$ cat config.mk
export PLATFORM = sky130hd
export DESIGN_NAME = alu_md
export DESIGN_NICKNAME = d
export VERILOG_FILES = /design/src/rtl/alu_md.sv
export SDC_FILE = /design/constraint.sdc
export NUM_CORES = 1
export LEC_CHECK = 0
export CAP_MARGIN = 20
export CORE_MARGIN = 4
export CORE_UTILIZATION = 30
export DETAILED_ROUTE_END_ITERATION = 16
export HOLD_SLACK_MARGIN = 0.15
export RECOVER_POWER = 100
export SYNTH_ARGS = -nofsm -noshare
export SYNTH_HDL_FRONTEND = slang
export SYNTH_SLANG_ARGS = --single-unit
$ cat constraint.sdc
create_clock -name clk -period 13.2 [get_ports clk]
set_clock_uncertainty 0.05 [all_clocks]
set_input_delay 1.32 -clock clk [delete_from_list [all_inputs] [get_ports clk]]
set_output_delay 1.32 -clock clk [all_outputs]
set_load 0.1 [all_outputs]
$ cat src/rtl/alu_md.sv
// alu_md: single-issue ALU with an iterative multiply/divide unit.
// Base operations complete in one cycle; multiply/divide iterate one bit per
// cycle for OPERAND_LENGTH cycles. Results are held in DONE until taken.
module alu_md #(
    parameter int OPERAND_LENGTH = 32,
    parameter int PC_LENGTH      = 32
) (
    input  logic                      clk,
    input  logic                      rst_n,
    input  logic                      in_valid,
    output logic                      in_ready,
    input  logic [OPERAND_LENGTH-1:0] opd1,
    input  logic [OPERAND_LENGTH-1:0] opd2,
    input  logic [OPERAND_LENGTH-1:0] opd3,
    input  logic [OPERAND_LENGTH-1:0] opd4,
    input  logic [PC_LENGTH-1:0]      pc,
    input  logic                      alu_mux1_select,
    input  logic [1:0]                alu_mux2_select,
    input  logic [3:0]                alu_op_select,
    input  logic                      alu_pc_select,
    input  logic                      md_en,
    output logic                      out_valid,
    input  logic                      out_ready,
    output logic [OPERAND_LENGTH-1:0] alu_result,
    output logic [OPERAND_LENGTH-1:0] comp_result
);

    localparam int W  = OPERAND_LENGTH;
    localparam int SW = $clog2(W);
    localparam int CW = $clog2(W) + 1;

    typedef enum logic [1:0] {
        IDLE = 2'd0,
        BUSY = 2'd1,
        DONE = 2'd2
    } state_e;

    state_e          state_q, state_d;
    logic [W-1:0]    result_q, result_d;
    logic            comp_q, comp_d;
    logic [2*W-1:0]  acc_q, acc_d;      // mul: {partial product, multiplier}; div: {remainder, quotient}
    logic [W-1:0]    b_q, b_d;          // multiplicand / divisor magnitude
    logic [2:0]      op_q, op_d;
    logic            neg_q, neg_d;      // negate the selected result at the end
    logic [CW-1:0]   cnt_q, cnt_d;

    logic            fire;

    // Base ALU datapath signals
    logic [W-1:0]    pc_ext;
    logic [W-1:0]    add_a;
    logic [W-1:0]    add_res;
    logic [W-1:0]    logic_res;
    logic [SW-1:0]   shamt;
    logic [W-1:0]    shift_res;
    logic [W-1:0]    cmp_x, cmp_y;
    logic            cmp_bit;
    logic [W-1:0]    base_res;
    logic            base_cmp;

    // Multiply/divide setup and iteration signals
    logic            sgn_a, sgn_b;
    logic            a_neg, b_neg;
    logic [W-1:0]    a_abs, b_abs;
    logic            neg_init;
    logic [W:0]      mul_sum;
    logic [2*W-1:0]  mul_next;
    logic [W:0]      div_part;
    logic            div_ge;
    logic [W-1:0]    div_diff;
    logic [2*W-1:0]  div_next;
    logic [2*W-1:0]  step;
    logic [2*W-1:0]  prod_fix;
    logic [W-1:0]    md_res;

    assign in_ready    = (state_q == IDLE) || ((state_q == DONE) && out_ready);
    assign fire        = in_valid && in_ready;
    assign out_valid   = (state_q == DONE);
    assign alu_result  = result_q;
    assign comp_result = {{(W-1){1'b0}}, comp_q};

    // Single-cycle base ALU: adder, logic, shifter and comparator on live inputs.
    always_comb begin
        // NOTE: every variable gets a default first so no path can infer a latch.
        pc_ext                 = '0;
        pc_ext[PC_LENGTH-1:0]  = pc;
        add_a                  = alu_pc_select ? pc_ext : opd1;
        add_res                = alu_op_select[3] ? (add_a - opd2) : (add_a + opd2);

        logic_res = '0;
        case (alu_op_select)
            4'b0000: logic_res = ~opd1;
            4'b0001: logic_res = ~opd2;
            4'b0111: logic_res = opd1 & opd2;
            4'b0110: logic_res = opd1 | opd2;
            4'b0100: logic_res = opd1 ^ opd2;
            default: logic_res = '0;
        endcase

        shamt     = opd2[SW-1:0];
        shift_res = '0;
        case (alu_op_select)
            4'b0011: shift_res = opd1 << shamt;
            4'b0001: shift_res = opd1 >> shamt;
            4'b0111: shift_res = $unsigned($signed(opd1) >>> shamt);
            default: shift_res = '0;
        endcase

        cmp_x   = alu_mux1_select ? opd3 : opd1;
        cmp_y   = alu_mux1_select ? opd4 : opd2;
        cmp_bit = 1'b0;
        case (alu_op_select)
            4'b0000: cmp_bit = (cmp_x == cmp_y);
            4'b0001: cmp_bit = (cmp_x != cmp_y);
            4'b0010: cmp_bit = ($signed(cmp_x) >= $signed(cmp_y));
            4'b0110: cmp_bit = (cmp_x >= cmp_y);
            4'b0011: cmp_bit = ($signed(cmp_x) <  $signed(cmp_y));
            4'b0111: cmp_bit = (cmp_x <  cmp_y);
            default: cmp_bit = 1'b0;
        endcase

        base_cmp = 1'b0;
        case (alu_mux2_select)
            2'b00:   base_res = add_res;
            2'b01:   base_res = logic_res;
            2'b10:   base_res = shift_res;
            default: begin
                base_res = {{(W-1){1'b0}}, cmp_bit};
                base_cmp = cmp_bit;
            end
        endcase
    end

    // Multiply/divide operand conditioning: work on magnitudes, remember final sign.
    always_comb begin
        a_neg = opd1[W-1];
        b_neg = opd2[W-1];
        sgn_a = 1'b0;
        sgn_b = 1'b0;
        case (alu_op_select[2:0])
            3'b001, 3'b100, 3'b110: begin sgn_a = 1'b1; sgn_b = 1'b1; end
            3'b010:                 sgn_a = 1'b1;
            default: ;
        endcase
        a_abs = (sgn_a && a_neg) ? (~opd1 + 1'b1) : opd1;
        b_abs = (sgn_b && b_neg) ? (~opd2 + 1'b1) : opd2;

        neg_init = 1'b0;
        case (alu_op_select[2:0])
            3'b001, 3'b010: neg_init = (sgn_a && a_neg) ^ (sgn_b && b_neg);
            // A zero divisor leaves the all-ones quotient magnitude un-negated.
            3'b100:         neg_init = (a_neg ^ b_neg) && (opd2 != '0);
            3'b110:         neg_init = a_neg;
            default:        neg_init = 1'b0;
        endcase
    end

    // One iteration of shift-add multiply or restoring divide, plus result fix-up.
    always_comb begin
        mul_sum  = {1'b0, acc_q[2*W-1:W]} + (acc_q[0] ? {1'b0, b_q} : {(W+1){1'b0}});
        mul_next = {mul_sum, acc_q[W-1:1]};

        div_part = {acc_q[2*W-1:W], acc_q[W-1]};
        div_ge   = (div_part >= {1'b0, b_q});
        div_diff = div_part[W-1:0] - b_q;
        div_next = {(div_ge ? div_diff : div_part[W-1:0]), acc_q[W-2:0], div_ge};

        step     = op_q[2] ? div_next : mul_next;
        prod_fix = neg_q ? -step : step;

        case (op_q)
            3'b000:                 md_res = prod_fix[W-1:0];
            3'b001, 3'b010, 3'b011: md_res = prod_fix[2*W-1:W];
            3'b100, 3'b101:         md_res = neg_q ? -step[W-1:0] : step[W-1:0];
            default:                md_res = neg_q ? -step[2*W-1:W] : step[2*W-1:W];
        endcase
    end

    // Next-state logic: accept requests, iterate in BUSY, hold the result in DONE.
    always_comb begin
        state_d  = state_q;
        result_d = result_q;
        comp_d   = comp_q;
        acc_d    = acc_q;
        b_d      = b_q;
        op_d     = op_q;
        neg_d    = neg_q;
        cnt_d    = cnt_q;

        case (state_q)
            IDLE, DONE: begin
                if (state_q == DONE && out_ready) begin
                    state_d = IDLE;
                end
                if (fire) begin
                    if (md_en) begin
                        state_d = BUSY;
                        acc_d   = {{W{1'b0}}, a_abs};
                        b_d     = b_abs;
                        op_d    = alu_op_select[2:0];
                        neg_d   = neg_init;
                        cnt_d   = '0;
                    end else begin
                        state_d  = DONE;
                        result_d = base_res;
                        comp_d   = base_cmp;
                    end
                end
            end
            BUSY: begin
                acc_d = step;
                cnt_d = cnt_q + CW'(1);
                if (cnt_q == CW'(W - 1)) begin
                    state_d  = DONE;
                    result_d = md_res;
                    comp_d   = 1'b0;
                end
            end
            default: state_d = IDLE;
        endcase
    end

    // State and datapath registers, cleared by asynchronous reset.
    always_ff @(posedge clk or negedge rst_n) begin
        if (!rst_n) begin
            state_q  <= IDLE;
            result_q <= '0;
            comp_q   <= 1'b0;
            acc_q    <= '0;
            b_q      <= '0;
            op_q     <= '0;
            neg_q    <= 1'b0;
            cnt_q    <= '0;
        end else begin
            // NOTE: non-blocking assignments so every register samples pre-edge values.
            state_q  <= state_d;
            result_q <= result_d;
            comp_q   <= comp_d;
            acc_q    <= acc_d;
            b_q      <= b_d;
            op_q     <= op_d;
            neg_q    <= neg_d;
            cnt_q    <= cnt_d;
        end
    end

endmodule

* Word level (Yosys, flattened, before mapping)
Index checks and enable logic that the tools add are counted.
** Word-level totals
- Flip-flop bits (word level) :: 141
- Latch bits :: 0
- RAM bits :: 0
- Bits in read-only memories :: 0
- Bits of input ports :: 173
- Memories :: 0
** Operators by class
- $add $sub $neg :: 10
- Multipliers :: 0
- Div/mod/pow operators :: 0
- $lt $le $gt $ge :: 5
- Equal/unequal tests :: 27
- Shift-type cells :: 3
- Muxes and demuxes :: 40
- Bitwise operators :: 7
- Reduce and logical (&&, ||, !) cells :: 23
** Operator list (count)
- two-way mux 32 bit :: 13
- case mux 32 bit (3 select lines) :: 3
- two-way mux 64 bit :: 4
- case mux 32 bit (5 select lines) :: 1
- case mux 64 bit (2 select lines) :: 1
- adder 32 x 1 -> 32 bit (second input constant) :: 2
- >= comparator 32 bit :: 2
- less-than comparator 32 bit :: 2
- negation 32 bit :: 2
- negation 64 bit :: 1
- NOT 32 bit :: 2
- case mux 32 bit (2 select lines) :: 1
- subtractor 32 bit :: 2
- adder 32 x 32 -> 33 bit :: 1
- >= comparator 33 x 32 -> 1 bit :: 1
- adder 32 bit :: 1
- bitwise AND 32 bit :: 1
- equality test 32 bit :: 1
- inequality test 32 bit :: 1
- OR 32 bit :: 1
- nonzero test 32 bit :: 1
- << shifter 32 x 5 -> 32 bit :: 1
- right shift 32 x 5 -> 32 bit :: 1
- >>> shifter 32 x 5 -> 32 bit :: 1
- other kinds (34) :: 68

* Logic depth before layout (Yosys ltp)
Gate-level depths: netlist of run 1.
- Depth in word-level cells :: 8
- Depth in mapped cells :: 25

* Least setup slack after synthesis of run 1
No wires, ideal clock.
- Path kind :: input to register
- Start :: input port opd2[0]
- End :: register result_q[31] (netlist: alu_result[31])
- Library setup time :: 0.129 ns
- Arrival :: 6.604 ns
- Required time :: 13.021 ns
- Setup slack :: 6.417 ns
- Stages on the path :: 25
- Cell sequence :: clkbuf_1 -> inv_1 -> clkbuf_1 -> clkbuf_1 -> ha_1 -> nand2_1 -> nor3_1 -> nand2_1 -> or3_1 -> nand2b_1 -> nand2b_1 -> nor4_1 -> a21oi_1 -> xnor2_1 -> ha_1 -> a41oi_1 -> o21ai_0 -> a31o_2 -> a21oi_1 -> nor2_1 -> a2111oi_0 -> o21ai_0 -> xnor2_1 -> a21oi_1 -> o22ai_1
** On the way
- Word-level cells in the longest chain between the ends :: 6
- Elaborated cells between the ends (all ways) :: 11
- Classes of those cells :: add/sub (2); shift (3); mux (6)
** Ends and longest elaborated chain
- start: declaration :: RTL line 13 : input logic [OPERAND_LENGTH-1:0] opd2,
- adder 32 bit (tied with other cells) :: RTL line 88 : add_res = alu_op_select[3] ? (add_a - opd2) : (add_a + opd2);
- two-way mux 32 bit / case mux 32 bit (3 select lines) (equally long branches) :: RTL line 88, 102
- case mux 32 bit (3 select lines) (*) :: RTL line 123 : case (alu_mux2_select)
- two-way mux 32 bit (*) :: RTL line 196 : if (md_en) begin
- two-way mux 32 bit (*) :: RTL line 195 : if (fire) begin
- case mux 32 bit (2 select lines) (*) :: RTL line 190 : case (state_q)
- end signal: assignment :: RTL line 237 : result_q <= result_d;
- end: declaration :: RTL line 39 : logic [W-1:0] result_q, result_d;
Mark *: on every way between the ends. The rest lies on a longest branch, timed or not. The select of a mux whose other input is x is not followed.
A chain may end at the register's enable or synchronous reset.

* Final worst setup path of run 1
- Start :: input port opd2[1]
- End :: register result_q[31] (netlist: alu_result[31])
The elaborated chain is that of the path after synthesis.

==> metrics.cfg, run 1 <==
[status]
status=complete, but fails checks
violations=max-capacitance violations, max-slew violations

[final_layout]
fin_util=0.3453
multi_input_area_um2=19330
syn2layout_area_growth_pct=13.72
final_nets=3872
regArea_um2=3533
fill_cells=8765
drive_gt1_frac=0.05495
layout_commonest_cell=nand2_1
layoutNonFillerInstCount=4575
layout_common_cells=nand2_1, o21ai_0, nor2_1

[sta]
tns_ps=0
tightest_slew_ps=4788
fin_crit_ps=8137
hold_violations=0
layout_worst_path_cycle_share=0.6164
rsz0062_at_grt=false
setup_violations=0
slew_headroom=-2.192
fmax_mhz=122.9
slew_violations=347

[global_routing]
grt_pass1_vias=25890
grt_start_max_net_pins=98
grt_first_pass_wirelength_mm=179.7
globalRouteTotalUtil=0.2779
antenna_found_initial=13
gr-total-overflow=0

[critical_path]
worst-path-buf-inv=3
crit_type=in -> reg
cp_top_family=compound AO/OA/AOI/OAI gates
regToRegSetupSlack_ps=6780
slowest_stage=clkbuf_1
cp_max_fo=45
crit_path_max_incr_delay_ps=1550
start_kind=input pin
crit_chain=clkbuf_1 -> clkinv_1 -> ha_1 -> mux2_1 -> inv_1 -> ha_1 -> nor2b_1 -> o2111ai_1 -> nand4_1 -> a31oi_1 -> o21ai_0 -> a311o_1 -> a21oi_1 -> nor2_1 -> a2111oi_0 -> o21ai_0 -> xnor2_1 -> a21oi_1 -> o22ai_1
arrival_ps=8410
end_kind=register
worstPathRequired_ps=13470

[floorplanning]
die_area_um2=86300
rows=104
coreArea_um2=80680
initial_core_util=0.3037
fp.dieW_um=293.8
pin_count=239
die_h_um=293.8

[detailed_routing]
initialDrtViolationCount=4071
wl_met1_mm=49.32
drcViolationCount=0
wirelength_mm=125.0
drtPass1Iterations=8
vias=28230
wl_met2_mm=54.98
vias_per_cell=6.170
top_layer_used=met5
wl_per_cell_um=27.32
wl_met3_mm=13.34
final_antenna_net_count=0

[synthesis]
synth_flop_cell=dfrtp_1
synth_edf_count=0
syn_avg_cell_area_um2=7.056
seq_area_frac_synth=0.1440
yosysUniqueCellTypes=104
synth_seq_cells=141
synth_area_um2=24500
synthCells=3472
async_reset_ff_frac=1.000
yosysWarnings=0

[place]
dpl.cell_count=4539
dpl.hpwl_mm=97.12
gp_congestion=1.047
port_buffers=207

[pwr]
swShare=0.6079
pwr-share-clk=0.078
ir_drop_v=0.0001224
p_leak_uw=0.01137
internal-power_uw=2595
p_comb_frac=0.788
seqPwrFrac=0.134
power_density_nw_per_um2=237.5
p_switching_uw=4023

[clocking]
cts_tree=yes
htreeDepth=4
cts_num_sinks=141
clock_latency_ps=460
cts_hold_buf=0
post_cts_buffers=0
clk_pin_slew_ps=80
cts_buffer_depth=2
cts_repair_resize_count=0
root_buffer=clkbuf_16
cts-buffers-inserted=17

[flow_run]
maxCapViolCount=5

[min_path]
hold_class=reg -> reg

==> final timing paths <==
kind | start | to | cells after the start
setup / recovery | opd2[1] | alu_result[31] | 19
hold / removal | comp_q | comp_q | 2
setup reg to reg | acc_q[37] | alu_result[22] | 18
hold reg to reg | comp_q | comp_q | 2
max in group asynchronous | rst_n | op_q[2] | 2
min in group asynchronous | rst_n | acc_q[49] | 1
==> Yosys cell counts (all sizes together) (7+ instances only) <==
cell type	n	share of area
nand2b	29	0.0074
dfrtp	141	0.14
o211ai	43	0.013
o311a	7	0.0033
o221ai	35	0.013
o31ai	30	0.0094
inv	127	0.019
a31oi	52	0.014
a2111oi	10	0.0046
and2	43	0.011
nor2b	29	0.0074
xor2	61	0.022
mux2i	109	0.045
buf	89	0.020
nor2	302	0.047
and3	19	0.0049
a221oi	32	0.011
a211oi	50	0.016
nand4	40	0.010
ha	197	0.10
a21o	54	0.017
a21boi	7	0.0021
or3	31	0.0079
xnor2	167	0.060
o21bai	10	0.0031
mux4	25	0.023
clkbuf	215	0.033
or4	8	0.0026
or2	8	0.0020
o31a	9	0.0032
o2111ai	8	0.0029
a22oi	25	0.0077
nand3	90	0.019
nand3b	8	0.0025
o22ai	55	0.014
o41ai	12	0.0049
o21a	28	0.0086
a211o	18	0.0064
nand2	391	0.060
mux2	18	0.0083
nor4	23	0.0059
o21ai	382	0.078
nor3	71	0.015
a21oi	278	0.057
==> power groups by stage <==
stage | Sequential, uW | Combinational (uW) | Clock (uW)
after floorplan | 1030 | 3320 | 0
after global placement | 894 | 5030 | 0
after detailed placement | 896 | 5050 | 0
after CTS | 888 | 5080 | 519
after global routing | 910 | 5560 | 532
final | 887 | 5220 | 515
==> layout make-up <==
cell class / count / area share
clock inverter: 15 / 0.006153
multi-input combinational: 2926 / 0.6938
timing repair buffer: 282 / 0.09247
tap: 1060 / 0.04760
sequential: 141 / 0.1268
antenna: 3 / 0.0002695
clock buffer: 17 / 0.01527
inverter: 131 / 0.01765
==> worst register-to-register path: cells and delay by family (launching register included) <==
family	cells	cell delay, ps
AO/OA/AOI/OAI	8	2860
adder cells (fa/ha/maj)	2	700
flip-flops	1	430
XOR/XNOR	1	160
AND/OR/NAND/NOR	7	2050
==> layer usage <==
| layer | up-vias | track usage |
|---|---|---|
| li1 | 12700 | - |
| met1 | 13380 | 0.3651 |
| met2 | 1813 | 0.4401 |
| met3 | 318 | 0.05230 |
| met4 | 12 | 0.1330 |
| met5 | - | 0 |
==> state kept, by name, summed over array words and instances (netlist names) <==
name and count:
comp_q 1, b_q 32, state_q 2, cnt_q 6
acc_q 64, alu_result 32, neg_q 1, op_q 3
==> metrics by stage <==
step	power, uW	setup slack, ps	instance area (um2)	hold WS (ps)
2_1_floorplan	4353	6417	24610	398.2
3_3_place_gp	5925	6078	27290	423.1
3_5_place_dp	5949	6037	27290	427.2
4_1_cts	6484	6491	27890	445.7
5_1_grt	7006	3804	27860	472.7
6_report	6618	5063	27860	434.2
==> cell families after synthesis <==
family          synth area share
fa+ha+maj                 0.1031
xor+xnor                 0.08151
mux                      0.07579
compound gates            0.3154
simple gates              0.2069
other cells            0.0001531
buf+inv                  0.07313
flops                     0.1440
(Power assumes the default switching activity.)
==> run 2: changes to the inputs <==
==> constraint.sdc (replaced) <==
create_clock -name clk -period 6.7 [get_ports clk]
set_clock_uncertainty 0.05 [all_clocks]
set_input_delay 0.67 -clock clk [delete_from_list [all_inputs] [get_ports clk]]
set_output_delay 0.67 -clock clk [all_outputs]
set_load 0.1 [all_outputs]
==> run 2 against run 1 <==
Effect of this change: the run still ends with max-capacitance violations, max-slew violations left; core utilization increased by 0.45 points; first-iteration DRC count fell by 8.9%; critical path type is now reg -> reg; critical endpoint is now alu_result[29]; sequential cell count did not move; power increased by 100%.
==> metrics.cfg, run 2 (synthesis gave the netlist of run 1 again) <==
[sta]
hold_violations=0  ; unchanged
fin_crit_ps=6266
tightest_slew_ps=3536  ; was 4788 ps
holdWs_ps=438.2  ; was 434.2 ps
slew_headroom=-1.358  ; was -2.192
tns_ps=0  ; unchanged
setup_violations=0  ; unchanged
rsz0062_at_grt=false  ; unchanged
slew_violations=306  ; was 347
fmax_mhz=159.6
layout_worst_path_cycle_share=0.9353

[final_layout]
layout_commonest_cell=nand2_1  ; unchanged
regArea_um2=3533  ; unchanged
final_nets=3927  ; was 3872
drive_gt1_frac=0.06700  ; was 0.05495
layout_common_cells=nand2_1, o21ai_0, nor2_1  ; unchanged
fill_cells=8687  ; was 8765
fin_util=0.3499  ; was 0.3453
regMostFlops=acc_q  ; unchanged
multi_input_area_um2=19280  ; was 19330 um2
largest_reg_flops=64  ; unchanged
syn2layout_area_growth_pct=15.21  ; was 13.72%

[clocking]
cts-buffers-inserted=17  ; unchanged
cts_hold_buf=0  ; unchanged
cts_buffer_depth=2  ; unchanged
cts_num_sinks=141  ; unchanged
root_buffer=clkbuf_16  ; unchanged
clock_latency_ps=470  ; was 460 ps
clk_pin_slew_ps=80  ; about the same
htreeDepth=4  ; unchanged
post_cts_buffers=0  ; unchanged
cts_repair_resize_count=0  ; unchanged
cts_tree=yes  ; unchanged

[min_path]
hold_class=reg -> reg  ; unchanged
hold_depth=2  ; unchanged
worstHoldEndpoint=comp_q  ; unchanged
hp-start=comp_q  ; unchanged

[global_routing]
busiest_layer=met2  ; unchanged
antenna_found_initial=13  ; unchanged
use_met2=0.4289  ; was 0.4401
grt_first_pass_wirelength_mm=180.0  ; was 179.7 mm
grtUsageMet3=0.05072  ; was 0.05230
grt_start_max_net_pins=97  ; was 98
globalRouteTotalUtil=0.2773  ; was 0.2779
grt_pass1_vias=26480  ; was 25.89k
gr-total-overflow=0  ; unchanged
met1_usage=0.3566  ; was 0.3651

[critical_path]
ff2ff_path_depth=17  ; was 18
regToRegSetupSlack_ps=430  ; was 6780 ps
slowest_stage=o31ai_1  ; was clkbuf_1
worstPathRequired_ps=6970  ; was 13470 ps
r2r-end=alu_result[29]  ; was alu_result[22]
crit_top_cell=xnor2_1
start_kind=register  ; was input pin
r2r-start=acc_q[0]  ; was acc_q[37]
arrival_ps=6540  ; was 8410 ps
crit_path_max_incr_delay_ps=1040  ; was 1550 ps
crit_path_start=acc_q[0]  ; was opd2[1]
crit_type=reg -> reg  ; was in -> reg
crit_chain=and2_1 -> ha_1 -> inv_1 -> fa_1 -> nor2b_1 -> o2111a_1 -> o31ai_1 -> xnor2_1 -> nor3_1 -> a41oi_1 -> a22oi_1 -> or3b_1 -> or3_1 -> o41ai_1 -> xnor2_1 -> o21ai_0 -> o21ai_1  ; was clkbuf_1 -> clkinv_1 -> ha_1 -> mux2_1 -> inv_1 -> ha_1 -> nor2b_1 -> o2111ai_1 -> nand4_1 -> a31oi_1 -> o21ai_0 -> a311o_1 -> a21oi_1 -> nor2_1 -> a2111oi_0 -> o21ai_0 -> xnor2_1 -> a21oi_1 -> o22ai_1
end_kind=register  ; unchanged
cp_max_fo=20  ; was 45

[detailed_routing]
drtPass1Iterations=8  ; unchanged
wl_per_cell_um=26.95  ; was 27.32 um
vias=28320  ; was 28.23k
final_antenna_net_count=0  ; unchanged
vias_per_cell=6.117  ; was 6.170
drcViolationCount=0  ; unchanged
wirelength_mm=124.8  ; was 125.0 mm
initialDrtViolationCount=3707  ; was 4071

[floorplanning]
pin_count=239  ; unchanged
coreArea_um2=80680  ; unchanged
die_area_um2=86300  ; unchanged
fp.dieW_um=293.8  ; unchanged
die_h_um=293.8  ; unchanged
rows=104  ; unchanged
initial_core_util=0.3037  ; unchanged

[place]
port_buffers=207  ; unchanged
dpl.hpwl_mm=98.19  ; was 97.12 mm
gp_congestion=1.035  ; was 1.047

[pwr]
power_uw=13240  ; was 6618 uW
ir_drop_v=0.0002381  ; was 0.0001224 V
power_density_nw_per_um2=469.0  ; was 237.5 nW/um2
p_leak_uw=0.01162  ; was 0.01137 uW

[flow_run]
maxCapViolCount=6  ; was 5

[status]
status=complete, but fails checks  ; unchanged
violations=max-capacitance violations, max-slew violations  ; unchanged

[run 2: changes by cell type in the layout (fill, tap and decap cells not counted), moves of 2 or more]
cell	change
o41ai_1	+2
o21ai_1	+2
o41ai_2	-2
o21ai_0	-2
clkbuf_1	+3
buf_4	+52
[run 2: critical path, delay by kind of cell, from the launching register on]
kind / cells / cell delay [ps]
flip-flops: 1 / 640
buffers and inverters: 1 / 80
adder cells (fa/ha/maj): 2 / 410
AND/OR/NAND/NOR: 5 / 1640
XOR/XNOR: 2 / 300
AO/OA/AOI/OAI: 7 / 2980
[run 2: cell type report]
cell class / count / share of cell area
Multi-Input combinational cell: 2926 / 0.6831
Sequential cell: 141 / 0.1252
Timing Repair Buffer: 337 / 0.1051
Tap cell: 1060 / 0.04699
Inverter: 131 / 0.01742
Clock buffer: 17 / 0.01507
Clock inverter: 15 / 0.006826
Antenna cell: 3 / 0.0002660
[run 2: routing by layer]
metal | share of wire | up-vias | routed length [um]
met5 | 0.00048 | - | 60
met1 | 0.39 | 13370 | 49080
met3 | 0.099 | 354 | 12380
met4 | 0.078 | 8 | 9718
met2 | 0.43 | 1784 | 53520
li1 | - | 12810 | -
[run 2: worst max path at each step]
stage / cells past startpoint / endpoint / slack [ps]
after floorplan: 25 / alu_result[31] / 570
after global placement: 20 / alu_result[28] / 570
after detailed placement: 20 / alu_result[28] / 410
after CTS: 17 / alu_result[22] / 700
after global routing: 17 / alu_result[22] / 170
final: 17 / alu_result[29] / 430
[run 2: through the flow]
step,instances,worst slack (ps),area [um2]
5_1_grt,4627,172.2,28220
3_5_place_dp,4595,409.2,27700
2_1_floorplan,3502,567.3,24610
6_report,4630,433.8,28230
4_1_cts,4627,700.0,28320
3_3_place_gp,4595,568.2,27700
[run 2: power breakdown]
| part | internal [uW] | switching [uW] |
|---|---|---|
| registers | 1230 | 508 |
| clock network | 571 | 493 |
| logic | 3470 | 6970 |
| total | 5270 | 7970 |
